===== src/rtl/rvsteel_bus_copy_engine.sv =====
// rvsteel_bus_copy_engine
// Block copy initiator for the RISC-V Steel core IO bus. It copies one 32-bit word
// at a time: read from src, write to dst, step both by 4, repeat until the count
// runs out or an abort has been seen.
//
// Optional feature macro: RVSTEEL_COPY_TIMEOUT_EN
//   defined   -> a response watchdog of TIMEOUT_CYCLES cycles drops a stuck
//                request, sets the sticky error flag and finishes the transfer.
//   undefined -> no watchdog; error is tied low and the engine waits forever.
//
// state | meaning
// IDLE  | waiting for start; no requests on the bus
// READ  | read_request held at src until read_response
// WRITE | write_request held at dst with the buffered word until write_response
// DONE  | one-cycle done pulse with busy still high, then back to IDLE

module rvsteel_bus_copy_engine #(
  parameter int LENGTH_WIDTH   = 16,
  parameter int TIMEOUT_CYCLES = 256
) (
  input  logic                    clock,
  input  logic                    reset_n,
  input  logic                    start,
  input  logic                    abort,
  input  logic [31:0]             src_address,
  input  logic [31:0]             dst_address,
  input  logic [LENGTH_WIDTH-1:0] word_count,
  output logic                    busy,
  output logic                    done,
  output logic                    error,
  output logic [LENGTH_WIDTH-1:0] words_done,
  output logic [31:0]             rw_address,
  input  logic [31:0]             read_data,
  output logic                    read_request,
  input  logic                    read_response,
  output logic [31:0]             write_data,
  output logic [3:0]              write_strobe,
  output logic                    write_request,
  input  logic                    write_response
);

  typedef enum logic [1:0] {
    IDLE  = 2'd0,
    READ  = 2'd1,
    WRITE = 2'd2,
    DONE  = 2'd3
  } state_t;

  localparam logic [LENGTH_WIDTH-1:0] ONE_WORD   = LENGTH_WIDTH'(1);
  localparam logic [31:0]             WORD_STEP  = 32'd4;
  localparam logic [31:0]             ALIGN_MASK = 32'hFFFF_FFFC;

  state_t                  state_q, state_d;
  logic [31:0]             src_q, src_d;
  logic [31:0]             dst_q, dst_d;
  logic [LENGTH_WIDTH-1:0] count_q, count_d;
  logic [LENGTH_WIDTH-1:0] words_done_q, words_done_d;
  logic                    abort_seen_q, abort_seen_d;
  logic [31:0]             rw_address_q, rw_address_d;
  logic [31:0]             write_data_q, write_data_d;
  logic                    read_request_q, read_request_d;
  logic                    write_request_q, write_request_d;
  logic [3:0]              write_strobe_q, write_strobe_d;
  logic                    busy_q, busy_d;
  logic                    done_q, done_d;

  logic                    last_word;
  logic                    stop_after_write;

`ifdef RVSTEEL_COPY_TIMEOUT_EN
  localparam int                TIMER_W    = $clog2(TIMEOUT_CYCLES + 1);
  localparam logic [TIMER_W-1:0] TIMER_LAST = TIMER_W'(TIMEOUT_CYCLES - 1);

  logic [TIMER_W-1:0] timer_q, timer_d;
  logic               error_q, error_d;
  logic               timer_expired;
`else
  logic               unused_timeout_cfg;
`endif

  // The write now completing is the final one, either by count or by a pending abort.
  // abort is folded in directly so a pulse landing on the response cycle still counts.
  always_comb begin
    last_word        = ((words_done_q + ONE_WORD) == count_q);
    stop_after_write = last_word | abort_seen_q | abort;
  end

`ifdef RVSTEEL_COPY_TIMEOUT_EN
  // Watchdog terminal count: this cycle is the TIMEOUT_CYCLES-th without a response.
  always_comb begin
    timer_expired = (timer_q == TIMER_LAST);
  end
`endif

  // Next-state and registered-output computation; every output is a flop.
  always_comb begin
    state_d         = state_q;
    src_d           = src_q;
    dst_d           = dst_q;
    count_d         = count_q;
    words_done_d    = words_done_q;
    abort_seen_d    = abort_seen_q;
    rw_address_d    = rw_address_q;
    write_data_d    = write_data_q;
    read_request_d  = read_request_q;
    write_request_d = write_request_q;
    write_strobe_d  = write_strobe_q;
    busy_d          = busy_q;
    done_d          = 1'b0;
`ifdef RVSTEEL_COPY_TIMEOUT_EN
    timer_d         = timer_q;
    error_d         = error_q;
`endif

    unique case (state_q)
      IDLE: begin
        if (start) begin
          src_d        = src_address & ALIGN_MASK;
          dst_d        = dst_address & ALIGN_MASK;
          count_d      = word_count;
          words_done_d = '0;
          abort_seen_d = 1'b0;
          busy_d       = 1'b1;
`ifdef RVSTEEL_COPY_TIMEOUT_EN
          error_d      = 1'b0;
          timer_d      = '0;
`endif
          if (word_count != '0) begin
            state_d        = READ;
            rw_address_d   = src_address & ALIGN_MASK;
            read_request_d = 1'b1;
          end else begin
            state_d = DONE;
            done_d  = 1'b1;
          end
        end
      end

      READ: begin
        abort_seen_d = abort_seen_q | abort;
        if (read_response) begin
          write_data_d    = read_data;
          read_request_d  = 1'b0;
          write_request_d = 1'b1;
          rw_address_d    = dst_q;
          write_strobe_d  = 4'b1111;
          state_d         = WRITE;
`ifdef RVSTEEL_COPY_TIMEOUT_EN
          timer_d         = '0;
`endif
        end
`ifdef RVSTEEL_COPY_TIMEOUT_EN
        else if (timer_expired) begin
          read_request_d = 1'b0;
          error_d        = 1'b1;
          state_d        = DONE;
          done_d         = 1'b1;
        end else begin
          timer_d = timer_q + TIMER_W'(1);
        end
`endif
      end

      WRITE: begin
        abort_seen_d = abort_seen_q | abort;
        if (write_response) begin
          words_done_d    = words_done_q + ONE_WORD;
          src_d           = src_q + WORD_STEP;
          dst_d           = dst_q + WORD_STEP;
          write_request_d = 1'b0;
          write_strobe_d  = 4'b0000;
          if (stop_after_write) begin
            state_d = DONE;
            done_d  = 1'b1;
          end else begin
            state_d        = READ;
            rw_address_d   = src_q + WORD_STEP;
            read_request_d = 1'b1;
`ifdef RVSTEEL_COPY_TIMEOUT_EN
            timer_d        = '0;
`endif
          end
        end
`ifdef RVSTEEL_COPY_TIMEOUT_EN
        else if (timer_expired) begin
          write_request_d = 1'b0;
          write_strobe_d  = 4'b0000;
          error_d         = 1'b1;
          state_d         = DONE;
          done_d          = 1'b1;
        end else begin
          timer_d = timer_q + TIMER_W'(1);
        end
`endif
      end

      DONE: begin
        state_d = IDLE;
        busy_d  = 1'b0;
      end

      default: begin
        state_d = IDLE;
      end
    endcase
  end

  // State and output registers; reset clears every output immediately.
  always_ff @(posedge clock or negedge reset_n) begin
    if (!reset_n) begin
      state_q         <= IDLE;
      src_q           <= '0;
      dst_q           <= '0;
      count_q         <= '0;
      words_done_q    <= '0;
      abort_seen_q    <= 1'b0;
      rw_address_q    <= '0;
      write_data_q    <= '0;
      read_request_q  <= 1'b0;
      write_request_q <= 1'b0;
      write_strobe_q  <= '0;
      busy_q          <= 1'b0;
      done_q          <= 1'b0;
    end else begin
      state_q         <= state_d;
      src_q           <= src_d;
      dst_q           <= dst_d;
      count_q         <= count_d;
      words_done_q    <= words_done_d;
      abort_seen_q    <= abort_seen_d;
      rw_address_q    <= rw_address_d;
      write_data_q    <= write_data_d;
      read_request_q  <= read_request_d;
      write_request_q <= write_request_d;
      write_strobe_q  <= write_strobe_d;
      busy_q          <= busy_d;
      done_q          <= done_d;
    end
  end

`ifdef RVSTEEL_COPY_TIMEOUT_EN
  // Watchdog counter and sticky error flag.
  always_ff @(posedge clock or negedge reset_n) begin
    if (!reset_n) begin
      timer_q <= '0;
      error_q <= 1'b0;
    end else begin
      timer_q <= timer_d;
      error_q <= error_d;
    end
  end

  assign error = error_q;
`else
  assign unused_timeout_cfg = (TIMEOUT_CYCLES != 0);
  assign error              = 1'b0;
`endif

  assign busy          = busy_q;
  assign done          = done_q;
  assign words_done    = words_done_q;
  assign rw_address    = rw_address_q;
  assign read_request  = read_request_q;
  assign write_request = write_request_q;
  assign write_data    = write_data_q;
  assign write_strobe  = write_strobe_q;

endmodule

===== config.mk =====
export PLATFORM = sky130hd
export DESIGN_NAME = rvsteel_bus_copy_engine
export DESIGN_NICKNAME = d
export VERILOG_FILES = /design/src/rtl/rvsteel_bus_copy_engine.sv
export SDC_FILE = /design/constraint.sdc
export NUM_CORES = 1
export LEC_CHECK = 0
export ABC_AREA = 1
export CORE_MARGIN = 2
export CORE_UTILIZATION = 50
export DETAILED_ROUTE_END_ITERATION = 8
export PLACE_DENSITY = 0.83
export SLEW_MARGIN = 20
export SYNTH_ARGS = -nofsm -noshare
export SYNTH_HDL_FRONTEND = slang
export SYNTH_SLANG_ARGS = --single-unit

===== constraint.sdc =====
create_clock -name clock -period 3.4 [get_ports clock]
set_clock_uncertainty 0.2 [all_clocks]
set_input_delay 0.68 -clock clock [delete_from_list [all_inputs] [get_ports clock]]
set_output_delay 0.68 -clock clock [all_outputs]
set_load 0.02 [all_outputs]

==> results by group, run 1 <==
Pwr
  – Internal power: 6540 uW
  – Sw Pwr: 5690 uW
  – Power Density: 1010 nW/um^2
  – Sw Share: 46.6%
  – Sequential power share: 29.2%
  – Leakage dissipation: 0.00553 uW
  – Maximum VDD drop: 0.000621 V
  – Clk pwr share: 16.3%
  – Comb pwr share: 54.5%

Timing
  – Final hold vios: 0
  – Final Critical Period: 2.89 ns
  – Fin crit share: 85.1%
  – Worst Tran Pin Value: 0.870 ns
  – Slew HR: 41.8%
  – Slew Limit Fails: 0
  – Finish-stage setup viols: 0
  – Setup TNS: 0 ns
  – RSZ-0062 raised after global routing: no
  – Max Freq: 0.346 GHz

Worst setup path
  – Setup slack, reg-to-reg: 0.51 ns
  – CP Cell Sequence: ha_1 -> nand2_2 -> inv_1 -> nand2_1 -> o21ai_0 -> nand2_1 -> nand2_1 -> nand3_1 -> nor2_1 -> nand2_1 -> nand2_2 -> nand2_4 -> nand2_8 -> buf_12 -> nand2_1 -> o21ai_2
  – Worst Setup EP: rw_address[9]$_DFFE_PN0P_
  – CP required: 3.56 ns
  – WP data arrival: 3.06 ns
  – Buf/Inv on CP: 2
  – Highest-delay cell along the critical path: dfrtp_1
  – Worst reg2reg path depth: 16
  – Worst Setup End Kind: flop
  – Delay of the slowest cell on the worst path: 0.49 ns
  – Family with the most delay on the worst path: simple AND/OR/NAND/NOR gates
  – Crit Path Class: flop to flop
  – Cell repeated most along the worst path: nand2_1
  – Worst r2r src: words_done[0]$_DFFE_PN0P_
  – Worst Setup SP: words_done[0]$_DFFE_PN0P_
  – R2R Path End: rw_address[9]$_DFFE_PN0P_
  – Worst-path fanout max: 31
  – CP Launch Type: flop
  – Crit path depth: 16

Layout
  – Nets: 1561
  – Area added between synthesis and finish: 29.7%
  – End-of-flow core utilization: 65.5%
  – Share of layout cells above drive strength 1: 8.36%

Floorplan
  – Die height: 141 microns
  – Initial core utilization: 50.5%
  – Ports: 207
  – Die Area: 19900 sq um
  – Die width: 141 microns
  – Area of the core: 18600 sq um
  – FP Rows: 50

Detailed routing
  – Antenna-violating nets left: 0
  – Post-DR wirelength/cell: 15.9 microns
  – Via Count: 9215
  – Via/cell ratio: 5.48
  – DRC viols: 0
  – DRT Pass-1 Iters: 6
  – DRT iter0 DRCs: 659
  – Routed WL: 26700 microns

Clock network
  – Clock sink count: 162
  – Clk slew on worst S/H paths: 0.07 ns
  – CTS Hold Bufs: 1
  – Setup Fix Bufs, Post-CTS: 0
  – CTS tree: built
  – Worst-case clock buffer depth: 2
  – TritonCTS buffer count: 17
  – Htree depth: 4
  – # resized after CTS: 0
  – Worst skew pair latency: 0.44 ns
  – CTS root buffer: clkbuf_16

Placed design
  – Post-detail-place hpwl: 19200 microns
  – Routability cong.: 0.915
  – Buffers on Ports: 201

Status
  – Status: completed

Logic synthesis
  – Largest family of logic cells by synthesized area: simple AND/OR/NAND/NOR gates
  – Most common library cells after synthesis: 347 x nand2_1, 162 x dfrtp_1, 132 x inv_1
  – Mapped Cells: 1254
  – Syn Area/Cell: 7.48 sq um
  – Most frequent cell after synthesis: nand2_1
  – Area leader, netlist: dfrtp_1
  – Syn nets: 1380
  – Adder-cell area share of the yosys netlist: 1.07%
  – Xor and xnor area share after synthesis: 1.73%
  – Synthesized area: 9380 sq um
  – Simple-gate share of the synthesized area: 27.4%
  – Area contributors post-synth: dfrtp_1 43%, nand2_1 14%, o21ai_0 6.0%, inv_1 5.3%, nor2_1 3.6%
  – Multiplexer share of the synthesized area: 0%
  – Synth top area share: 43.2%
  – Distinct cells, synth: 46
  – Compound-cell area share of the yosys netlist: 17.8%
  – Synth async-reset ratio: 100%
  – Seq/Total Area, Yosys: 43.2%
  – Seq cells post-synth: 162
  – Ys Warns: 0
  – EDFF count, synth: 0
  – Synth Flop Type: dfrtp_1

Run
  – Total of max-cap violations: 0

Min path
  – Worst Hold Class: flop to flop

Global route
  – Largest net degree at the start of global routing: 70
  – All-Layer GR Usage: 27.5%
  – GRT overflow: 0
  – Initial antenna violation count: 3
  – Global-route wire length before repair: 43800 microns
  – Vias in the first global route: 8834
==> area by class of cell <==
type                    instances  area, sq um
multi-input cells             898         4520
flip-flops and latches        162         4050
well taps                     234          293
clock buffers                  20          447
inverters                     137          514
diodes                          1         2.50
repair buffers                219         2180
fillers                      1567         6420
clock inverters                12          158
==> cell families after synthesis <==
| kind of cell | Yosys count |
|---|---|
| other | 1 |
| AOI/OAI and AO/OA | 280 |
| xor gates and xnor gates | 17 |
| adders and majority gates | 8 |
| DFF | 162 |
| and+or+nand+nor | 592 |
| buffers and inverters | 194 |
==> how the worst min path moves through the flow <==
stage | from | end | slack (ns) | cells after the start
after floorplan | reset_n | abort_seen_q$_DFFE_PN0P_ | 0.18 | 0
after global placement | write_data[24]$_DFFE_PN0P_ | write_data[24]$_DFFE_PN0P_ | 0.26 | 2
after detailed placement | write_data[15]$_DFFE_PN0P_ | write_data[15]$_DFFE_PN0P_ | 0.26 | 2
after CTS | write_data[19]$_DFFE_PN0P_ | write_data[19]$_DFFE_PN0P_ | 0.28 | 2
after global routing | rw_address[20]$_DFFE_PN0P_ | rw_address[20]$_DFFE_PN0P_ | 0.29 | 2
final | rw_address[18]$_DFFE_PN0P_ | rw_address[18]$_DFFE_PN0P_ | 0.28 | 2
==> flip-flops by register name, indices dropped and copies added (netlist names), 2 cells and up <==
name / count
dst_q: 30
write_data: 32
words_done: 16
count_q: 16
src_q: 30
state_q: 2
rw_address: 31
==> metal layers <==
metal | GRT usage [%] | up-vias | share of wire [%]
li1 | - | 4493 | -
met1 | 35.5 | 4295 | 43
met2 | 44.9 | 372 | 47
met3 | 7.07 | 49 | 8.0
met4 | 9.95 | 6 | 2.5
met5 | 0 | - | 0.15
==> stage by stage <==
stage | cells | hold WS, ns | power (uW) | cell area [sq um] | worst slack (ns)
final | 1683 | 0.278 | 12200 | 12200 | 0.507
after global routing | 1682 | 0.295 | 13200 | 12200 | 0.305
after CTS | 1682 | 0.282 | 12200 | 12200 | 0.558
after detailed placement | 1649 | 0.264 | 10200 | 11500 | 0.374
after global placement | 1649 | 0.261 | 10000 | 11500 | 0.395
after floorplan | 1254 | 0.184 | 8100 | 9380 | 1.01
==> worst min-delay path: cells and delay by family, from the launching register on <==
family / cells / cell delay, ns
flops: 1 / 0.34
simple gates: 1 / 0.06
compound gates: 1 / 0.04
==> power by group through the flow <==
stage	clock network [uW]	registers (uW)	logic, uW
detailed placement	0	3560	6610
floorplan	0	3870	4230
global placement	0	3540	6460
global route	2110	3680	7380
finish	1990	3570	6670
CTS	2010	3560	6650
==> cells in the final DEF (no fill, tap or decap), types with 26 or more instances in the layout <==
cell type,Yosys,final
a21oi_1,67,66
dfrtp_1,162,162
nor2_1,91,91
nand3_1,67,67
clkdlybuf4s50_1,0,200
inv_1,132,131
o21ai_2,29,29
o211ai_1,26,26
o21ai_0,112,112
nand2_1,347,347
Power figures use the tool's default switching activity.
==> run 2: changes to the inputs <==
SLEW_MARGIN = unset   (was 20)
==> results of run 2 <==
Same layout as run 1: the final DEF is identical, and so are final timing and power.
==> run 3: changes to the inputs <==
CELL_PAD_IN_SITES_DETAIL_PLACEMENT = 1   (was unset)
CELL_PAD_IN_SITES_GLOBAL_PLACEMENT = 1   (was unset)
CORE_UTILIZATION = 40   (was 50)
PLACE_DENSITY = 0.91   (was 0.83)
SKIP_LAST_GASP = 1   (was unset)
==> run 3 against run 2 <==
Final cell count up 5.3%. Critical path type unchanged. Clock-buffer cell count down 2. Combinational power up 4.6%. Largest power group unchanged. Fmax down 2.1%. Setup slack worse by 0.061 ns. Sequential power up 1%. Die area up 24%. Register-to-register slack worse by 0.06 ns. Global-route usage down 0.57 points. Non-clock buffer count up 4. Via count up 4.0%. Total power up 2.9%. Critical endpoint is now rw_address[21]$_DFFE_PN0P_.
==> results by group, run 3 (synthesis results as in run 1) <==
Worst setup path
  – Worst Setup SP: words_done[0]$_DFFE_PN0P_
  – CP Launch Type: flop
  – WP data arrival: 3.12 ns (+0.06 ns)
  – Highest-delay cell along the critical path: dfrtp_1
  – R2R Path End: rw_address[21]$_DFFE_PN0P_
  – Cell repeated most along the worst path: nand2_1
  – Worst reg2reg path depth: 16 (unchanged)
  – Setup slack, reg-to-reg: 0.45 ns (-0.06 ns)
  – CP required: 3.56 ns (about the same)
  – Crit Path Class: flop to flop
  – CP Cell Sequence: ha_1 -> nand2_2 -> inv_1 -> nand2_1 -> o21ai_0 -> nand2_1 -> nand2_1 -> nand3_1 -> nor2_1 -> nand2_1 -> nand2_2 -> nand2_4 -> nand2_8 -> buf_4 -> nand2_1 -> o21ai_2
  – Worst r2r src: words_done[0]$_DFFE_PN0P_
  – Worst Setup EP: rw_address[21]$_DFFE_PN0P_
  – Delay of the slowest cell on the worst path: 0.48 ns (about the same)
  – Worst Setup End Kind: flop
  – Worst-path fanout max: 29 (-6.5%)

Clock network
  – Htree depth: 4 (unchanged)
  – Clock sink count: 162 (unchanged)
  – Clk slew on worst S/H paths: 0.07 ns (about the same)
  – Worst-case clock buffer depth: 2 (unchanged)
  – # resized after CTS: 0 (unchanged)
  – TritonCTS buffer count: 17 (unchanged)
  – Worst skew pair latency: 0.44 ns (about the same)
  – CTS root buffer: clkbuf_16
  – CTS Hold Bufs: 0 (-1)
  – Setup Fix Bufs, Post-CTS: 0 (unchanged)
  – CTS tree: built

Global route
  – Largest net degree at the start of global routing: 60 (-14%)
  – Global-route wire length before repair: 52500 microns (+20%)
  – All-Layer GR Usage: 26.9% (-0.57 points)
  – GRT overflow: 0 (unchanged)
  – Vias in the first global route: 10206 (+16%)
  – Initial antenna violation count: 4 (+1)

Run
  – Total of max-cap violations: 0 (unchanged)

Floorplan
  – Area of the core: 23300 sq um (+25%)
  – Initial core utilization: 40.3% (-10 points)
  – Die height: 157 microns (+11%)
  – Die width: 157 microns (+11%)
  – FP Rows: 56 (+12%)
  – Ports: 207 (unchanged)
  – Die Area: 24700 sq um (+24%)

Pwr
  – Leakage dissipation: 0.00557 uW (+0.66%)
  – Power Density: 1020 nW/um^2 (+1.9%)
  – Maximum VDD drop: 0.000594 V (-4.4%)

Layout
  – Most frequent cells in the layout: 347 x nand2_1, 200 x clkdlybuf4s50_1, 162 x dfrtp_1
  – Final instance area: 12300 sq um (+1.0%)
  – # fillers: 2905 (+85%)
  – Nets: 1565 (+0.26%)
  – Area added between synthesis and finish: 31.0%
  – Largest register FFs: 32 (unchanged)
  – Leading cell type in the layout, fill and taps excluded: nand2_1
  – Share of layout cells above drive strength 1: 8.75% (+0.39 points)

Placed design
  – Pre-CTS worst setup slack: 0.426 ns (+0.0517 ns)
  – Post-detail-place hpwl: 23100 microns (+20%)
  – Placed cell area: 11700 sq um (+1.2%)
  – Buffers on Ports: 201 (unchanged)
  – Routability cong.: 0.900 (-1.7%)

Status
  – Status: completed

Detailed routing
  – Antenna-violating nets left: 0 (unchanged)
  – Via/cell ratio: 5.40 (-1.3%)
  – Routed WL: 32500 microns (+22%)
  – DRC viols: 0 (unchanged)
  – DRT Pass-1 Iters: 8 (+2)
  – DRT iter0 DRCs: 633 (-3.9%)
  – Via Count: 9581 (+4.0%)
  – Post-DR wirelength/cell: 18.3 microns (+16%)

Timing
  – Setup TNS: 0 ns (unchanged)
  – Slew HR: 57.9% (+16 points)
  – Finish-stage setup viols: 0 (unchanged)
  – Fin crit share: 86.9% (+1.8 points)
  – RSZ-0062 raised after global routing: no
  – Fin worst setup slack: 0.446 ns (-0.0608 ns)
  – Final hold vios: 0 (unchanged)
  – Slew Limit Fails: 0 (unchanged)
  – Worst Tran Pin Value: 0.631 ns (-0.239 ns)
  – Final Critical Period: 2.95 ns (+0.0608 ns)
  – Max Freq: 0.339 GHz (-2.1%)
  – Fin Hold WS: 0.0251 ns (-0.253 ns)

Min path
  – Worst Hold Class: primary input to asynchronous set/reset pin
run 3: cell count changes in the layout (fill, tap and decap cells not counted), moves of 2 or more:
cell        previous run  this run
bufinv_16              3         1
buf_4                 15        20
inv_8                  0         4
clkinvlp_4             6         0
inv_6                  1         6
run 3: critical path: cells and delay by family, from the launching register on:
family | cells | cell delay [ns]
DFF | 1 | 0.48
buffers and inverters | 2 | 0.33
and+or+nand+nor | 11 | 1.15
AOI/OAI and AO/OA | 2 | 0.45
adders and majority gates | 1 | 0.25
run 3: final cells by class:
| type | instances | area (sq um) | area share, % |
|---|---|---|---|
| Antenna cell | 2 | 5.00 | 0.0407 |
| Clock buffer | 18 | 429 | 3.49 |
| Clock inverter | 14 | 161 | 1.31 |
| Inverter | 137 | 514 | 4.19 |
| Multi-Input combinational cell | 898 | 4520 | 36.8 |
| Sequential cell | 162 | 4050 | 33.0 |
| Tap cell | 319 | 399 | 3.25 |
| Timing Repair Buffer | 223 | 2200 | 17.9 |
run 3: worst min-delay path by stage:
stage	from	end	slack, ns	depth (start not counted)
floorplan	reset_n	abort_seen_q$_DFFE_PN0P_	0.18	0
global placement	write_data[29]$_DFFE_PN0P_	write_data[29]$_DFFE_PN0P_	0.26	2
detailed placement	write_data[21]$_DFFE_PN0P_	write_data[21]$_DFFE_PN0P_	0.26	2
CTS	reset_n	rw_address[18]$_DFFE_PN0P_	0.05	1
global route	reset_n	rw_address[18]$_DFFE_PN0P_	0.06	1
finish	reset_n	rw_address[18]$_DFFE_PN0P_	0.03	1
run 3: power breakdown:
group | switching, uW | total [uW] | internal [uW]
logic | 4420 | 6980 | 2560
clock network | 940 | 1990 | 1050
registers | 786 | 3620 | 2830
run 3: layer usage:
layer,track usage [%],vias up,routed length (microns)
li1,-,4488,-
met1,31.6,4725,13000
met2,47.2,300,16300
met3,6.61,66,2080
met4,10.6,2,1050
met5,0,-,17
run 3: through the flow:
step                utilization, %  total power (uW)  instances
finish                        52.8             12600       1773
CTS                           52.8             12600       1771
global placement              50.2             10200       1739
detailed placement            50.2             10600       1739
global route                  52.8             13600       1772
floorplan                        -              8100       1254
